$ cat src/rtl/multi_edge_detector.sv
// Multi-channel synchronised edge detector with retriggerable hold windows.
// Define DET_GLITCH_FILTER_EN to add a FILT-cycle stability filter behind the synchroniser.
//
// state  | meaning
// IDLE   | no window open, waiting for an accepted edge
// ACTIVE | window open, hold counter running down to zero

module multi_edge_detector #(
    parameter int CH   = 4,
    parameter int HOLD = 10,
    parameter int SYNC = 2,
    parameter int FILT = 3
) (
    input  logic          det_clk,
    input  logic          det_rst_n,
    input  logic [CH-1:0] det_input,
    input  logic [1:0]    det_mode,
    input  logic          det_clr,
    output logic [CH-1:0] det_pulse,
    output logic [CH-1:0] det_output,
    output logic [CH-1:0] det_edge_type
);

`ifdef DET_GLITCH_FILTER_EN
    localparam bit FILT_ON = 1'b1;
`else
    localparam bit FILT_ON = 1'b0;
`endif

    // Startup blanking also covers the filter delay so a level held through reset never fires.
    localparam int             GUARD    = SYNC + 1 + (FILT_ON ? FILT : 0);
    localparam logic [4:0]     GUARD_TC = 5'(GUARD);
    localparam logic [7:0]     HOLD_M1  = 8'(HOLD - 1);

    typedef enum logic {
        IDLE   = 1'b0,
        ACTIVE = 1'b1
    } state_t;

    logic [CH-1:0] sync_q [SYNC];
    logic [CH-1:0] samp;
    logic [CH-1:0] prev_q;
    logic [CH-1:0] rise;
    logic [CH-1:0] fall;
    logic [CH-1:0] accept;
    logic [4:0]    guard_q;
    logic          armed;

    state_t        state_q [CH];
    state_t        state_d [CH];
    logic [7:0]    cnt_q   [CH];
    logic [7:0]    cnt_d   [CH];
    logic [CH-1:0] pulse_q;
    logic [CH-1:0] pulse_d;
    logic [CH-1:0] type_q;
    logic [CH-1:0] type_d;

    always_ff @(posedge det_clk or negedge det_rst_n) begin
        if (!det_rst_n) begin
            for (int i = 0; i < SYNC; i++) sync_q[i] <= '0;
        end else begin
            sync_q[0] <= det_input;
            for (int i = 1; i < SYNC; i++) sync_q[i] <= sync_q[i-1];
        end
    end

`ifdef DET_GLITCH_FILTER_EN
    logic [CH-1:0] filt_q;
    logic [3:0]    fcnt_q [CH];

    always_ff @(posedge det_clk or negedge det_rst_n) begin
        if (!det_rst_n) begin
            filt_q <= '0;
            for (int c = 0; c < CH; c++) fcnt_q[c] <= '0;
        end else begin
            for (int c = 0; c < CH; c++) begin
                if (sync_q[SYNC-1][c] != filt_q[c]) begin
                    if (fcnt_q[c] == 4'(FILT - 1)) begin
                        filt_q[c] <= sync_q[SYNC-1][c];
                        fcnt_q[c] <= '0;
                    end else begin
                        fcnt_q[c] <= fcnt_q[c] + 4'd1;
                    end
                end else begin
                    fcnt_q[c] <= '0;
                end
            end
        end
    end

    assign samp = filt_q;
`else
    assign samp = sync_q[SYNC-1];
`endif

    always_ff @(posedge det_clk or negedge det_rst_n) begin
        if (!det_rst_n) begin
            prev_q  <= '0;
            guard_q <= '0;
        end else begin
            prev_q <= samp;
            if (!armed) guard_q <= guard_q + 5'd1;
        end
    end

    assign armed  = (guard_q == GUARD_TC);
    assign rise   = samp & ~prev_q;
    assign fall   = ~samp & prev_q;
    assign accept = armed ? ((rise & {CH{det_mode[0]}}) | (fall & {CH{det_mode[1]}})) : '0;

    always_ff @(posedge det_clk or negedge det_rst_n) begin
        if (!det_rst_n) begin
            for (int c = 0; c < CH; c++) begin
                state_q[c] <= IDLE;
                cnt_q[c]   <= '0;
            end
            pulse_q <= '0;
            type_q  <= '0;
        end else begin
            for (int c = 0; c < CH; c++) begin
                state_q[c] <= state_d[c];
                cnt_q[c]   <= cnt_d[c];
            end
            pulse_q <= pulse_d;
            type_q  <= type_d;
        end
    end

    always_comb begin
        pulse_d = '0;
        type_d  = type_q;
        for (int c = 0; c < CH; c++) begin
            state_d[c] = state_q[c];
            cnt_d[c]   = cnt_q[c];
            if (det_clr) begin
                state_d[c] = IDLE;
                cnt_d[c]   = '0;
                type_d[c]  = 1'b0;
            end else if (accept[c]) begin
                // Retrigger from either state, even on the terminal-count cycle.
                state_d[c] = ACTIVE;
                cnt_d[c]   = HOLD_M1;
                pulse_d[c] = 1'b1;
                type_d[c]  = rise[c];
            end else if (state_q[c] == ACTIVE) begin
                if (cnt_q[c] == 8'd0) state_d[c] = IDLE;
                else                  cnt_d[c]   = cnt_q[c] - 8'd1;
            end
        end
    end

    always_comb begin
        det_output = '0;
        for (int c = 0; c < CH; c++) det_output[c] = (state_q[c] == ACTIVE);
        det_pulse     = pulse_q;
        det_edge_type = type_q;
    end

endmodule

$ cat config.mk
export PLATFORM = sky130hd
export DESIGN_NAME = multi_edge_detector
export DESIGN_NICKNAME = d
export VERILOG_FILES = /design/src/rtl/multi_edge_detector.sv
export SDC_FILE = /design/constraint.sdc
export NUM_CORES = 1
export LEC_CHECK = 0
export CAP_MARGIN = 10
export CORE_ASPECT_RATIO = 1.25
export CORE_MARGIN = 2
export CORE_UTILIZATION = 45
export CTS_CLUSTER_SIZE = 14
export DETAILED_ROUTE_END_ITERATION = 8
export PLACE_DENSITY = 0.75
export SLEW_MARGIN = 20
export SYNTH_ARGS = -nofsm -noshare
export SYNTH_HDL_FRONTEND = slang
export SYNTH_SLANG_ARGS = --single-unit
$ cat constraint.sdc
create_clock -name det_clk -period 1.6 [get_ports det_clk]
set_input_delay 0.32 -clock det_clk [delete_from_list [all_inputs] [get_ports det_clk]]
set_output_delay 0.32 -clock det_clk [all_outputs]
set_load 0.01 [all_outputs]
==> results of run 1 <==
[Yosys cell counts, drive strengths merged, types with 3 or more instances]
master / number
nor2b: 5
nand2: 15
inv: 19
a311oi: 3
xnor2: 14
a21oi: 15
nor4: 4
clkbuf: 3
nor3: 5
a21o: 3
or3: 5
a2111oi: 3
o21ai: 14
or4: 5
nor2: 25
dfrtp: 61
nand3: 4
o21a: 3
a211oi: 3
nor4b: 4
ha: 5
[cell type report]
class                   count  area, µm²  area share, %
flip-flops and latches     61       1530           39.1
multi-input cells         171       1410           36.2
repair buffers             73        621           15.9
clock buffers              12        155           3.97
well taps                  85        106           2.72
inverters                  19       71.3           1.83
clock inverters             2       10.0          0.256
[worst reg2reg max path: stages (launching register included)]
cell and delay, ns:
dfrtp_1 0.41, inv_2 0.09, ha_2 0.17, or2b_4 0.29, or3_4 0.41, a21oi_4 0.14, a311oi_2 0.05
[sequential cells by signal, summed over array words and instances (netlist names)]
| register | count |
|---|---|
| cnt_q | 32 |
| det_edge_type | 4 |
| det_output | 4 |
| det_pulse | 4 |
| guard_q | 5 |
| prev_q | 4 |
| samp | 4 |
| sync_q | 4 |
[power breakdown]
part | internal (W) | total, W | switching (W)
sequential | 0.00162 | 0.00168 | 0.0000609
combinational | 0.000359 | 0.000716 | 0.000357
clock | 0.000624 | 0.00118 | 0.000551
total | 0.00260 | 0.00357 | 0.000969
[cells by family after synthesis]
kind of cell | share of synthesized area [%]
adders and majority gates | 2.20
muxes | 1.49
xor gates and xnor gates | 4.92
and+or+nand+nor | 18.7
AOI/OAI and AO/OA | 16.2
DFF | 53.6
buffers and inverters | 2.90
[stage by stage]
stage	hold slack (ns)	cell area, µm²	total power, W
detailed placement	0.339	3520	0.00232
floorplan	0.0244	2880	0.00205
global route	0.356	3900	0.00377
finish	0.350	3900	0.00357
CTS	0.352	3760	0.00354
global placement	0.332	3520	0.00230
[layer usage]
| layer | up-vias | share of wire, % | wire length, µm |
|---|---|---|---|
| li1 | 1072 | - | - |
| met1 | 1088 | 43 | 2450 |
| met2 | 41 | 51 | 2940 |
| met3 | 12 | 3.6 | 205 |
| met4 | 0 | 2.5 | 146 |
| met5 | - | 0 | 0 |
[timing repair]
action	CTS	global route
hold endpoints to repair	61	0
setup buffers	3	3
resized for setup	15	25
endpoints found under the setup margin	11	29
hold buffers	1	0
pin swaps	8	3
cloned	0	0
[path summary, 6_finish.rpt]
kind	endpoint	slack [ns]	cells past startpoint
min in group asynchronous	cnt_q[26]	0.49	3
hold reg to reg	samp[1]	0.35	0
max in group asynchronous	det_output[1]	0.80	3
setup reg to reg	cnt_q[25]	-0.08	6
setup / recovery	cnt_q[25]	-0.08	6
hold / removal	samp[1]	0.35	0
==> results.cfg, run 1 <==
[clock_network]
clockBufferDepth = 2
path_clk_slew_ns = 0.06
cts_sinks = 61
cts_root_buf = clkbuf_8
cts_tree = yes
cts_buffers = 9
clk_latency_ns = 0.34
htreeDepth = 3

[critical_path]
worstSetupPathType = reg -> reg
cp_max_fo = 3
startpoint_type = flop
cp.required_ns = 1.81
crit_family = simple AND/OR/NAND/NOR gates
path_cells = inv_2 > ha_2 > or2b_4 > or3_4 > a21oi_4 > a311oi_2
cp_slowest_stage_delay_ns = 0.41
cpMaxStageDelayCell = dfrtp_1
crit_start = cnt_q[24]
cp.arrival_ns = 1.89
path_buf_inv = 1
crit_path_end_kind = flop
worstReg2RegStart = cnt_q[24]

[global_routing]
use_met3_pct = 6.75
grt_pass1_wl_um = 9740
grt_pass1_vias = 2244
antenna_found_initial = 0
grt_use_met1_pct = 21.8
busiest_layer = met2
grt_overflow = 0
grt_use_total_pct = 18.6
use_met2_pct = 29.5
grt_start_max_net_pins = 62

[timing]
slew_headroom_pct = 78.0
finalHoldViolCount = 0
rsz0062_at_grt = true
finalSetupViolations = 6
post-route-min-period_ns = 1.68
final_max_slew_viol_count = 0
skew_ns = 0.00710
tightest_slew_ns = 0.326
setup_ws_ns = -0.0795
fin_crit_sh_pct = 105
max_freq_mhz = 595
tns_ns = -0.262

[floorplanning]
rows = 32
die_w_um = 75.2
fp.dieArea_mm2 = 0.00699
start_util_pct = 46.2
die_h_um = 93.0
num_io_pins = 21
core_mm2 = 0.00617

[hold_path]
hold_path_startpoint = sync_q[5]
hp-class = reg -> reg

[synth]
syn-num-nets = 268
netlist_area_mm2 = 0.00285
synth_top_area_cell = dfrtp_1
synth-edff-count = 0
synthCells = 254
ys_types = 59
yosysWarnings = 0
syn_avg_cell_area_um2 = 11.2
ys_ff_latch = 61
yosysTopAreaCellShare_pct = 53.6
synth-seq-area-share_pct = 53.6
async_reset_ff_share_pct = 100
synth_area_leaders = dfrtp_1 54%, xnor2_1 4.3%, nor2_1 3.3%
synth_flop_cell = dfrtp_1

[routing]
routed_wl_um = 5750
viasPerCell = 5.23
ant_nets = 0
drtPass1Iterations = 6
vias = 2213
detail_route.wl_per_cell_um = 13.6
first_iter_violations = 121
drc = 0

[placement]
gp_congestion = 0.769
dp_cells = 402
dp_hpwl_um = 3890
dp_worst_setup_slack_ns = -0.166
port-buffer-count = 20

[outcome]
violations = negative setup slack
outcome = finished with violations

[flow_run]
cap_viol_max_count = 0

[finish]
final_common_cell = dfrtp_1
n_antenna_cell = 0
final_cell_mix = 60 x dfrtp_1, 49 x buf_4, 24 x nor2_1
nets = 349
post-route-util_pct = 63.3
finalNonFillerCells = 423
drive_gt1_share_pct = 33.1
fillers = 504
area_growth_pct = 37.0

[power]
ir_drop_mv = 0.649
leakage_nw = 1.80
powerDensity_mw_per_mm2 = 914
No activity file was read; power rests on OpenSTA's default activity.
==> run 2: changes to the inputs <==
CORE_MARGIN = 1.5   (was 2)
PLACE_DENSITY = 0.73   (was 0.75)
clock period = 2.2 ns   (was 1.6 ns; I/O delays follow)
==> results.cfg, run 2 (synthesis results as in run 1) <==
[outcome]
outcome = finished clean

[timing]
tightest_slew_ns = 0.516
finalSetupViolations = 0
tns_ns = 0
post-route-min-period_ns = 1.87
final_max_slew_viol_count = 0
finalHoldViolCount = 0
max_freq_mhz = 534
rsz0062_at_grt = false
skew_ns = 0.00648
fin_crit_sh_pct = 85.1
slew_headroom_pct = 65.3

[floorplanning]
start_util_pct = 46.5
die_h_um = 92.0
fp.dieArea_mm2 = 0.00682
num_io_pins = 21
core_mm2 = 0.00613
die_w_um = 74.2
rows = 32

[clock_network]
cts_buffers = 9
cts_sinks = 61
clk_latency_ns = 0.33
cts-hold-fix-buffers = 0
cts_resized = 0
cts_root_buf = clkbuf_8
clockBufferDepth = 2
htreeDepth = 3
cts_setup_buffers = 0
path_clk_slew_ns = 0.07
cts_tree = yes

[critical_path]
path_cells = or4_1 > o31ai_4 > mux2_1 > nor2_1
worstReg2RegStart = cnt_q[12]
cp.arrival_ns = 2.14
worstSetupPathType = reg -> reg
cp_max_fo = 7
cp.required_ns = 2.46
reg2reg_slack_ns = 0.33
startpoint_type = flop
cp_slowest_stage_delay_ns = 0.61
r2r_cells = 4
cpMaxStageDelayCell = or4_1
reg2reg_to = cnt_q[9]
crit_path_end_kind = flop

[global_routing]
grt_pass1_wl_um = 8800
grt_overflow = 0
grt_start_max_net_pins = 62
antenna_found_initial = 0
grt_use_total_pct = 16.8
grt_pass1_vias = 1969

[placement]
place_area_mm2 = 0.00320
gp_congestion = 0.781
dp_cells = 363
port-buffer-count = 20
dp_hpwl_um = 3430

[routing]
ant_nets = 0
viasPerCell = 5.27
detail_route.wl_per_cell_um = 13.1
drtPass1Iterations = 4
vias = 1998
first_iter_violations = 119
routed_wl_um = 4960
drc = 0

[power]
ir_drop_mv = 0.450
power.internal_w = 0.00203
p_seq_share_pct = 45.6
powerDensity_mw_per_mm2 = 785
p_total_w = 0.00269
leakage_nw = 1.48
p_clk_share_pct = 41.3
p_sw_share_pct = 24.5
comb_power_share_pct = 13.1
power_switching_w = 0.000660

[finish]
largest_register = cnt_q
final_common_cell = dfrtp_1
register_area_mm2 = 0.00153
final_cell_mix = 61 x dfrtp_1, 25 x nor2_1, 19 x clkdlybuf4s50_1
top_regs = cnt_q: 32 flops, guard_q: 5 flops
drive_gt1_share_pct = 14.3
fin_area_mm2 = 0.00343
finalNonFillerCells = 379
n_antenna_cell = 0
largest_reg_flops = 32
nets = 303
multi_input_area_mm2 = 0.00124
area_growth_pct = 20.4
fillers = 534

[flow_run]
cap_viol_max_count = 0

[hold_path]
hp-class = in -> async
==> run 2: stage by stage <==
step                hold WS (ns)  setup WS [ns]  util, %
floorplan                  0.144          0.446        -
global placement           0.331          0.361     52.3
detailed placement         0.337          0.301     52.3
CTS                        0.112          0.318     56.0
global route               0.124          0.225     56.0
finish                    0.0847          0.327     56.0
==> run 2: worst max-delay path by stage <==
| stage | from | end | slack [ns] | cells past startpoint |
|---|---|---|---|---|
| floorplan | cnt_q[12] | cnt_q[9] | 0.45 | 4 |
| global placement | det_mode[1] | cnt_q[17] | 0.36 | 5 |
| detailed placement | det_mode[1] | cnt_q[17] | 0.30 | 5 |
| CTS | cnt_q[12] | cnt_q[9] | 0.32 | 4 |
| global route | guard_q[0] | det_edge_type[0] | 0.23 | 5 |
| finish | cnt_q[12] | cnt_q[9] | 0.33 | 4 |
==> run 2: layer usage <==
layer	routed length, µm	GRT usage, %
met3	156	3.96
met4	82	7.87
met2	2380	26.0
met1	2330	21.7
met5	0	0
==> run 2: critical path, delay by kind of cell, from the launching register on <==
kind	cells	cell delay [ns]
AND/OR/NAND/NOR	2	0.70
flip-flops	1	0.45
multiplexers	1	0.35
AO/OA/AOI/OAI	1	0.31
==> run 2: layout make-up <==
class	count	area share [%]
clock inverter	4	2.04
inverter	19	2.08
tap	85	3.10
clock buffer	12	4.52
sequential	61	44.5
multi-input combinational	171	36.2
timing repair buffer	27	7.59
==> run 2: power groups by stage <==
stage                     sequential (W)  clock (W)  combinational [W]
after floorplan                  0.00124          0           0.000234
after global placement           0.00125          0           0.000347
after detailed placement         0.00125          0           0.000356
after CTS                        0.00123    0.00114           0.000357
after global routing             0.00124    0.00120           0.000394
final                            0.00123    0.00111           0.000352
==> run 3: changes to the inputs <==
ABC_CLOCK_PERIOD_IN_PS = 2200   (was default)
==> results of run 3 <==
Final layout, timing and power as in run 2 (identical DEF).
